==> src/rtl/uart_pkg.sv <==
// Shared definitions for the UART echo controller: FSM encoding, ASCII
// case-conversion constants and the uppercase transform.
package uart_pkg;

    typedef enum logic [1:0] {
        ST_IDLE = 2'd0,
        ST_SEND = 2'd1,
        ST_WAIT = 2'd2,
        ST_GAP  = 2'd3
    } uart_state_t;

    localparam logic [7:0] ASCII_LC_A     = 8'h61;
    localparam logic [7:0] ASCII_LC_Z     = 8'h7A;
    localparam logic [7:0] ASCII_CASE_OFS = 8'h20;

    function automatic logic [7:0] upcase_byte(input logic [7:0] b);
        return ((b >= ASCII_LC_A) && (b <= ASCII_LC_Z)) ? (b - ASCII_CASE_OFS) : b;
    endfunction

endpackage

==> src/rtl/uart_sync_fifo.sv <==
// Byte FIFO with registered occupancy flags and a registered read port that
// updates only on pop, so the popped byte stays put until the next pop.
module uart_sync_fifo #(
    parameter int DEPTH  = 16,
    parameter int ADDR_W = 4
) (
    input  logic              i_clk,
    input  logic              i_rst,
    input  logic              i_push,
    input  logic [7:0]        i_wr_data,
    input  logic              i_pop,
    output logic [7:0]        o_rd_data,
    output logic [ADDR_W:0]   o_count,
    output logic              o_full,
    output logic              o_empty
);
    localparam logic [ADDR_W:0] FULL_COUNT = (ADDR_W + 1)'(DEPTH);

    logic [7:0]        r_mem [DEPTH];
    logic [ADDR_W-1:0] r_wr_ptr;
    logic [ADDR_W-1:0] r_rd_ptr;
    logic [ADDR_W:0]   r_count;
    logic [7:0]        r_rd_data;
    logic              r_full;
    logic              r_empty;
    logic              w_push;
    logic              w_pop;
    logic [ADDR_W:0]   w_count_next;

    // A full FIFO still takes a write when the same cycle frees a slot.
    assign w_pop  = i_pop && !r_empty;
    assign w_push = i_push && (!r_full || w_pop);

    always_comb begin
        w_count_next = r_count;
        case ({w_push, w_pop})
            2'b10:   w_count_next = r_count + (ADDR_W + 1)'(1);
            2'b01:   w_count_next = r_count - (ADDR_W + 1)'(1);
            default: w_count_next = r_count;
        endcase
    end

    always_ff @(posedge i_clk) begin
        if (w_push) begin
            r_mem[r_wr_ptr] <= i_wr_data;
        end
    end

    always_ff @(posedge i_clk) begin
        if (i_rst) begin
            r_wr_ptr  <= '0;
            r_rd_ptr  <= '0;
            r_count   <= '0;
            r_rd_data <= '0;
            r_full    <= 1'b0;
            r_empty   <= 1'b1;
        end else begin
            if (w_push) begin
                r_wr_ptr <= r_wr_ptr + ADDR_W'(1);
            end
            if (w_pop) begin
                r_rd_ptr  <= r_rd_ptr + ADDR_W'(1);
                r_rd_data <= r_mem[r_rd_ptr];
            end
            r_count <= w_count_next;
            r_full  <= (w_count_next == FULL_COUNT);
            r_empty <= (w_count_next == '0);
        end
    end

    assign o_rd_data = r_rd_data;
    assign o_count   = r_count;
    assign o_full    = r_full;
    assign o_empty   = r_empty;

endmodule

==> src/rtl/uart_echo_ctrl.sv <==
// Loopback responder: buffers received bytes and replays them one at a time
// through the transmitter handshake, with optional gap and uppercase mapping.
module uart_echo_ctrl
    import uart_pkg::*;
#(
    parameter int FIFO_DEPTH = 16,
    parameter int ADDR_W     = 4,
    parameter int GAP_CLKS   = 0,
    parameter int UPCASE_EN  = 0
) (
    input  logic              i_clk,
    input  logic              i_rst,
    input  logic              i_rx_dv,
    input  logic [7:0]        i_rx_byte,
    input  logic              i_tx_active,
    input  logic              i_tx_done,
    output logic              o_tx_dv,
    output logic [7:0]        o_tx_byte,
    output logic [ADDR_W:0]   o_fifo_count,
    output logic              o_empty,
    output logic              o_full,
    output logic              o_overflow
);
    localparam int GAP_W = (GAP_CLKS > 1) ? $clog2(GAP_CLKS) : 1;

    uart_state_t      r_state;
    uart_state_t      w_state_next;
    logic [GAP_W-1:0] r_gap_cnt;
    logic             r_overflow;
    logic             w_pop;
    logic             w_empty;
    logic             w_full;
    logic [7:0]       w_rd_data;

    uart_sync_fifo #(
        .DEPTH  (FIFO_DEPTH),
        .ADDR_W (ADDR_W)
    ) u_fifo (
        .i_clk     (i_clk),
        .i_rst     (i_rst),
        .i_push    (i_rx_dv),
        .i_wr_data (i_rx_byte),
        .i_pop     (w_pop),
        .o_rd_data (w_rd_data),
        .o_count   (o_fifo_count),
        .o_full    (w_full),
        .o_empty   (w_empty)
    );

    always_ff @(posedge i_clk) begin
        if (i_rst) begin
            r_state <= ST_IDLE;
        end else begin
            r_state <= w_state_next;
        end
    end

    always_comb begin
        w_state_next = r_state;
        case (r_state)
            ST_IDLE: if (!w_empty && !i_tx_active) w_state_next = ST_SEND;
            ST_SEND: w_state_next = ST_WAIT;
            ST_WAIT: if (i_tx_done) w_state_next = (GAP_CLKS == 0) ? ST_IDLE : ST_GAP;
            ST_GAP:  if (r_gap_cnt == '0) w_state_next = ST_IDLE;
            default: w_state_next = ST_IDLE;
        endcase
    end

    always_comb begin
        o_tx_dv = 1'b0;
        w_pop   = 1'b0;
        case (r_state)
            ST_IDLE: w_pop = !w_empty && !i_tx_active;
            ST_SEND: o_tx_dv = 1'b1;
            default: ;
        endcase
    end

    always_ff @(posedge i_clk) begin
        if (i_rst) begin
            r_gap_cnt <= '0;
        end else if ((r_state == ST_WAIT) && i_tx_done && (GAP_CLKS != 0)) begin
            r_gap_cnt <= GAP_W'(GAP_CLKS - 1);
        end else if ((r_state == ST_GAP) && (r_gap_cnt != '0)) begin
            r_gap_cnt <= r_gap_cnt - GAP_W'(1);
        end
    end

    // A dropped byte is one that arrives while full with no pop to make room.
    always_ff @(posedge i_clk) begin
        if (i_rst) begin
            r_overflow <= 1'b0;
        end else if (i_rx_dv && w_full && !w_pop) begin
            r_overflow <= 1'b1;
        end
    end

    // The FIFO read register only changes on pop, so the byte holds through WAIT.
    assign o_tx_byte  = (UPCASE_EN != 0) ? upcase_byte(w_rd_data) : w_rd_data;
    assign o_empty    = w_empty;
    assign o_full     = w_full;
    assign o_overflow = r_overflow;

endmodule
==> config.mk <==
export PLATFORM = sky130hd
export DESIGN_NAME = uart_echo_ctrl
export DESIGN_NICKNAME = d
export VERILOG_FILES = /design/src/rtl/uart_pkg.sv /design/src/rtl/uart_sync_fifo.sv /design/src/rtl/uart_echo_ctrl.sv
export SDC_FILE = /design/constraint.sdc
export NUM_CORES = 1
export LEC_CHECK = 0
export BUFFER_PORTS_ARGS = -buffer_cell sky130_fd_sc_hd__buf_2
export CAP_MARGIN = 10
export CORE_ASPECT_RATIO = 1.5
export CORE_MARGIN = 2
export CORE_UTILIZATION = 41
export CTS_CLUSTER_SIZE = 10
export DETAILED_ROUTE_END_ITERATION = 8
export PLACE_DENSITY = 0.63
export SLEW_MARGIN = 25
export SYNTH_ARGS = -nofsm -noshare
export SYNTH_HDL_FRONTEND = slang
export SYNTH_SLANG_ARGS = --single-unit
==> constraint.sdc <==
create_clock -name i_clk -period 4.1 [get_ports i_clk]
set_input_delay 0 -clock i_clk [delete_from_list [all_inputs] [get_ports i_clk]]
set_output_delay 0 -clock i_clk [all_outputs]
set_load 0.02 [all_outputs]
# Yosys cells after proc, flatten, opt, wreduce, memory -nomap -nowiden
# Memory sizes are Yosys's and may differ from the RTL's. A register that Yosys moved wholly into a read port is not among the register bits.
# Cells that the tools add are included.
# word_totals
ff_bits,19
ramBits,128
inputBits,13
out_inout_bits,17
elab_cells,46
memories,1
# memory_table
name,depth,width,read_ports,rd_clocked_by_memory_dff,write_ports,line_no,source
u_fifo.r_mem,16,8,1,1,1,uart_sync_fifo.sv:19,logic [7:0] r_mem [DEPTH];
# op_classes
addsub,5
eq_ne,9
mux,9
n_reduce_logical,14
# op_table
operator,count
5-bit case mux with 2 select lines,1
4-bit by 1-bit adder with 4-bit output (second input constant),2
2-bit case mux with 4 select lines,1
2-bit == test (second input constant),3
1-bit logical AND,6
2-bit 2-to-1 mux,3
2-bit != test (second input constant),3
5-bit by 1-bit adder with 5-bit output (second input constant),1
5-bit == test (second input constant),1
5-bit zero test,1
5-bit by 1-bit subtractor with 5-bit output (second input constant),1
2-bit by 1-bit == test with 1-bit output (second input constant),2
1-bit zero test,4
1-bit 2-to-1 mux,4
3-bit AND reduction,1
2-bit zero test,1
1-bit logical OR,1
1-bit subtractor (second input constant),1

# Logic depth before layout (Yosys ltp)
# logic_depth
depth_word,9
ltp_mapped,12

# Cells and area by module
# From an unflattened synthesis, not the netlist that was laid out.
# unflattened
hier_cells,357
area_unflattened_um2,6207.2
# by_module_without_submodules
module,instances,cells_per_inst,area_each_um2,seq_area_each_um2
uart_sync_fifo,1,340,6052.1,4304.1
uart_echo_ctrl,1,17,155.1,80.1

# Least setup slack after synthesis
# Ideal clock, no wire load.
# synth_timing
path_kind,reg2reg
startpoint,"register u_fifo.r_empty, in the netlist u_fifo.o_empty"
endpoint,"register u_fifo.r_full, in the netlist u_fifo.o_full"
setup_time_ps,103
arrival_time_ps,3085
t_required_ps,3997
path_slack_ps,912
stages_incl_launch_ff,13
path_buffers,2
synth_period_minus_slack_ps,3188
cell_sequence,dfxtp_1 > o41ai_1 > and2_1 > clkbuf_1 > inv_1 > ha_1 > buf_2 > xor2_1 > ha_1 > a21oi_2 > mux2i_1 > mux2_2 > a2111oi_2
# synth_via
elab_chain_cells,9
# synth_lines
item,line_no,source
"start, declared",uart_sync_fifo.sv:25,logic r_empty;
"start signal, assigned",uart_sync_fifo.sv:67,r_empty <= (w_count_next == '0);
1-bit zero test *,"uart_sync_fifo.sv:31, uart_echo_ctrl.sv:73",
1-bit logical AND,uart_echo_ctrl.sv:73,ST_IDLE: w_pop = !w_empty && !i_tx_active;
1-bit 2-to-1 mux,uart_echo_ctrl.sv:72,case (r_state)
1-bit logical AND *,uart_sync_fifo.sv:31,assign w_pop = i_pop && !r_empty;
1-bit logical OR,uart_sync_fifo.sv:32,assign w_push = i_push && (!r_full || w_pop);
1-bit logical AND,uart_sync_fifo.sv:32,
2-bit by 1-bit == test with 1-bit output or 2-bit == test (tied branches),uart_sync_fifo.sv:36,"case ({w_push, w_pop})"
5-bit case mux with 2 select lines *,uart_sync_fifo.sv:36,
5-bit == test *,uart_sync_fifo.sv:66,r_full <= (w_count_next == FULL_COUNT);
"end signal, assigned",uart_sync_fifo.sv:66,
"end, declared",uart_sync_fifo.sv:24,logic r_full;
# Mark *: on every way between the ends. The rest lies on a longest branch, timed or not.
# A chain may end at the register's enable or synchronous reset.

# Final worst setup path
# layout_timing
startpoint,register r_state[1]
endpoint,"register u_fifo.r_full, in the netlist u_fifo.o_full"
# layout_via
elab_chain_cells,8
# layout_lines
item,line_no,source
"start, declared",uart_echo_ctrl.sv:26,uart_state_t r_state;
"start signal, assigned",uart_echo_ctrl.sv:54,r_state <= w_state_next;
2-bit zero test *,uart_echo_ctrl.sv:72,
1-bit 2-to-1 mux *,uart_echo_ctrl.sv:72,
1-bit logical AND *,uart_sync_fifo.sv:31,
1-bit logical OR,uart_sync_fifo.sv:32,
1-bit logical AND,uart_sync_fifo.sv:32,
2-bit by 1-bit == test with 1-bit output or 2-bit == test (tied branches),uart_sync_fifo.sv:36,
5-bit case mux with 2 select lines *,uart_sync_fifo.sv:36,
5-bit == test *,uart_sync_fifo.sv:66,
# Marked as above.

==> results.sh <==
export IMPL_status="finished clean"
export IMPL_number_of_max_cap_violations=0
export IMPL_viasPerCell=5.40
export IMPL_final_layout_size_suffix_gt1_share_pct=25.9
export IMPL_yosys_register_bits=155
export IMPL_finalHoldViolCount=0
export IMPL_synth_warning_count=0
export IMPL_core_area_sq_um=15100
export IMPL_cts_hold_fix_buffers=13
export IMPL_grt_pass1_wl_microns=20400
export IMPL_floorplan_rows=55
export IMPL_clockRootBuffer="sky130_fd_sc_hd__clkbuf_16"
export IMPL_holdCritStartpoint="i_tx_active"
export IMPL_routedWlPerCell_microns=20.6
export IMPL_rsz0062_at_grt="false"
export IMPL_post_cts_buffers=0
export IMPL_hold_path_class="input pin to flip-flop"
export IMPL_arrival_time_of_the_worst_setup_path_ps=3720
export IMPL_grt_start_max_net_pins=36
export IMPL_timing_slew_headroom_pct=35.8
export IMPL_maxClockFrequency_mhz=294
export IMPL_antenna_violations_before_repair=0
export IMPL_cts_bufs_inserted=17
export IMPL_period_minus_slack_ps=3400
export IMPL_synth_sequential_area_ratio_pct=69.6
export IMPL_worst_clock_skew_ps=12.8
export IMPL_setup_total_negative_slack_ps=0
export IMPL_globalplace_congestion=0.743
export IMPL_routed_via_count=3364
export IMPL_totalWireLength_microns=12900
export IMPL_synth_top_cell_area_share_pct=61.0
export IMPL_netlist_area_sq_um=6300
export IMPL_drt_antenna_violating_nets=0
export IMPL_power_leakage_nw=2.47
export IMPL_cp_peak_stage_delay_ps=520
export IMPL_setup_viol_count_final=0
export IMPL_post_synth_inst_count=364
export IMPL_clkLatencyLatePin_ps=420
export IMPL_synth_enable_flop_cells=128
export IMPL_die_height_microns=156
export IMPL_slew_violations=0
export IMPL_cellPowerDensity_nw_per_um2=533
export IMPL_worstPathCellList="o41ai_1, and2_1, inv_1, ha_1, xor2_1, ha_1, a21oi_2, mux2i_1, mux2_2, a2111oi_2"
export IMPL_finalNetCount=432
export IMPL_timing_final_crit_share_pct=82.9
export IMPL_total_nets_after_synthesis=385
export IMPL_synth_top_area_cell="sky130_fd_sc_hd__edfxtp_1"
export IMPL_cp_slowest_cell="sky130_fd_sc_hd__o41ai_1"
export IMPL_combined_area_of_the_multi_input_logic_cells_sq_um=1750
export IMPL_timing_worst_slew_pin_value_ps=960
export IMPL_ys_flop_type="sky130_fd_sc_hd__edfxtp_1"
export IMPL_vdd_ir_drop_worst_uv=252
export IMPL_critical_path_most_common_cell="sky130_fd_sc_hd__ha_1"
export IMPL_fin_worst_hold_slack_ps=41.5
export IMPL_synth_most_common_cell="sky130_fd_sc_hd__edfxtp_1"
export IMPL_num_antenna_cells=0
export IMPL_final_fill_count=1242
export IMPL_dieWidth_microns=105
export IMPL_grt_util_all_layers_pct=17.0
export IMPL_critical_path_endpoint_type="flip-flop"
export IMPL_floorplan_die_area_sq_um=16400
export IMPL_clock_tree_from_tritoncts="yes"
export IMPL_setup_worst_path_start="r_state[1]"
export IMPL_rrSetupSlack_ps=700
export IMPL_post_dp_hpwl_microns=8500
export IMPL_syn2layout_area_growth_pct=16.6
export IMPL_crit_required_ps=4420
export IMPL_starting_density_of_the_core_pct=41.8
export IMPL_setup_worst_path_start_class="flip-flop"
export IMPL_post_synth_num_cell_types=51
export IMPL_num_io_pins=30
export IMPL_synth_common_cells="128 x sky130_fd_sc_hd__edfxtp_1, 27 x sky130_fd_sc_hd__dfxtp_1, 27 x sky130_fd_sc_hd__mux4_2"
export IMPL_crit_reg2reg_launch="r_state[1]"
export IMPL_asyncSetResetFlopFracSynth_pct=0
export IMPL_cts_num_sinks=155
export IMPL_worst_path_max_fanout=11
export IMPL_post_synth_main_area_contributors="sky130_fd_sc_hd__edfxtp_1 61%, sky130_fd_sc_hd__mux4_2 9.7%, sky130_fd_sc_hd__dfxtp_1 8.6%"
export IMPL_syn_area_per_cell_sq_um=17.3
export IMPL_clock_tree_htree_level_count=4
export IMPL_drt_first_iter_violations=305
export IMPL_first_global_vias=3606
export IMPL_ctsLongestPathBuffers=2
export IMPL_firstDrtPassIters=5
export IMPL_cts_repair_resize_count=0
export IMPL_register_area_sq_um=4390
export IMPL_globalRouteOverflowTotal=0
export IMPL_timing_worst_setup_path_type="flip-flop to flip-flop"
export IMPL_count_of_input_and_output_buffers=29
export IMPL_remaining_drc_errors=0
export IMPL_clkTransAtPathRegs_ps=70
==> flip-flops by register name (all words and copies together), names as in the netlist, 2 cells and up <==
signal	flops
u_fifo.o_count	5
u_fifo.r_rd_ptr	4
u_fifo.r_wr_ptr	4
u_fifo.r_mem	128
r_state	2
u_fifo.o_rd_data	8
==> metal layers <==
metal	routed length (microns)	global-route usage [%]	vias to the layer above	share of wire, %
li1	-	-	1541	-
met1	4920	20.2	1718	38
met2	7200	30.2	97	56
met3	589	3.43	8	4.6
met4	156	6.29	0	1.2
met5	0	0	-	0
==> worst max-delay path: cells and delay by family (launching register included) <==
family                   cells  cell delay, ps
multiplexers                 2             700
flip-flops                   1             350
XOR/XNOR                     1             220
AND/OR/NAND/NOR              1             320
adder cells (fa/ha/maj)      2             580
buffers and inverters        1             130
AO/OA/AOI/OAI                3            1000
==> cell usage in the layout (no fill, tap or decap), types with 9 or more instances in the layout <==
master                          instances
sky130_fd_sc_hd__buf_2                 29
sky130_fd_sc_hd__a22oi_1               16
sky130_fd_sc_hd__dlygate4sd3_1         13
sky130_fd_sc_hd__nor2_1                26
sky130_fd_sc_hd__mux4_2                27
sky130_fd_sc_hd__inv_1                  9
sky130_fd_sc_hd__clkbuf_16             17
sky130_fd_sc_hd__edfxtp_1             128
sky130_fd_sc_hd__nand2_1               11
sky130_fd_sc_hd__dfxtp_1               26
==> stage by stage <==
stage               instances  cell area (sq um)  power, W  util [%]  worst slack, ps
floorplan                 364               6300   0.00228         -              912
global placement          578               6620   0.00240      43.9              834
detailed placement        578               6620   0.00241      43.9              706
CTS                       623               7340   0.00395      48.7              693
global route              623               7340   0.00407      48.7              497
finish                    623               7340   0.00391      48.7              703
==> where the power goes <==
part,total [W],switching [W],leakage [nW],internal [W]
Combinational,0.000539,0.000279,0.805,0.000260
Sequential,0.00184,0.0000784,1.38,0.00176
Clock,0.00153,0.000709,0.288,0.000820
==> cells by family after synthesis <==
family	share of synthesized area (%)
AOI/OAI and AO/OA	7.33
and+or+nand+nor	5.15
DFF	69.6
adders and majority gates	1.59
muxes	12.4
buffers and inverters	2.62
xor gates and xnor gates	1.25
==> area by class of cell <==
type,instances,area share (%)
multi-input combinational,178,23.8
tap,199,3.39
clock inverter,15,2.22
sequential,155,59.8
inverter,9,0.460
timing repair buffer,50,4.57
clock buffer,17,5.80
==> final timing paths <==
kind,depth (start not counted),end
max,10,u_fifo.o_full
min,5,u_fifo.r_wr_ptr[3]
max reg2reg,10,u_fifo.o_full
min reg2reg,1,u_fifo.o_rd_data[6]
(Power assumes the default switching activity.)
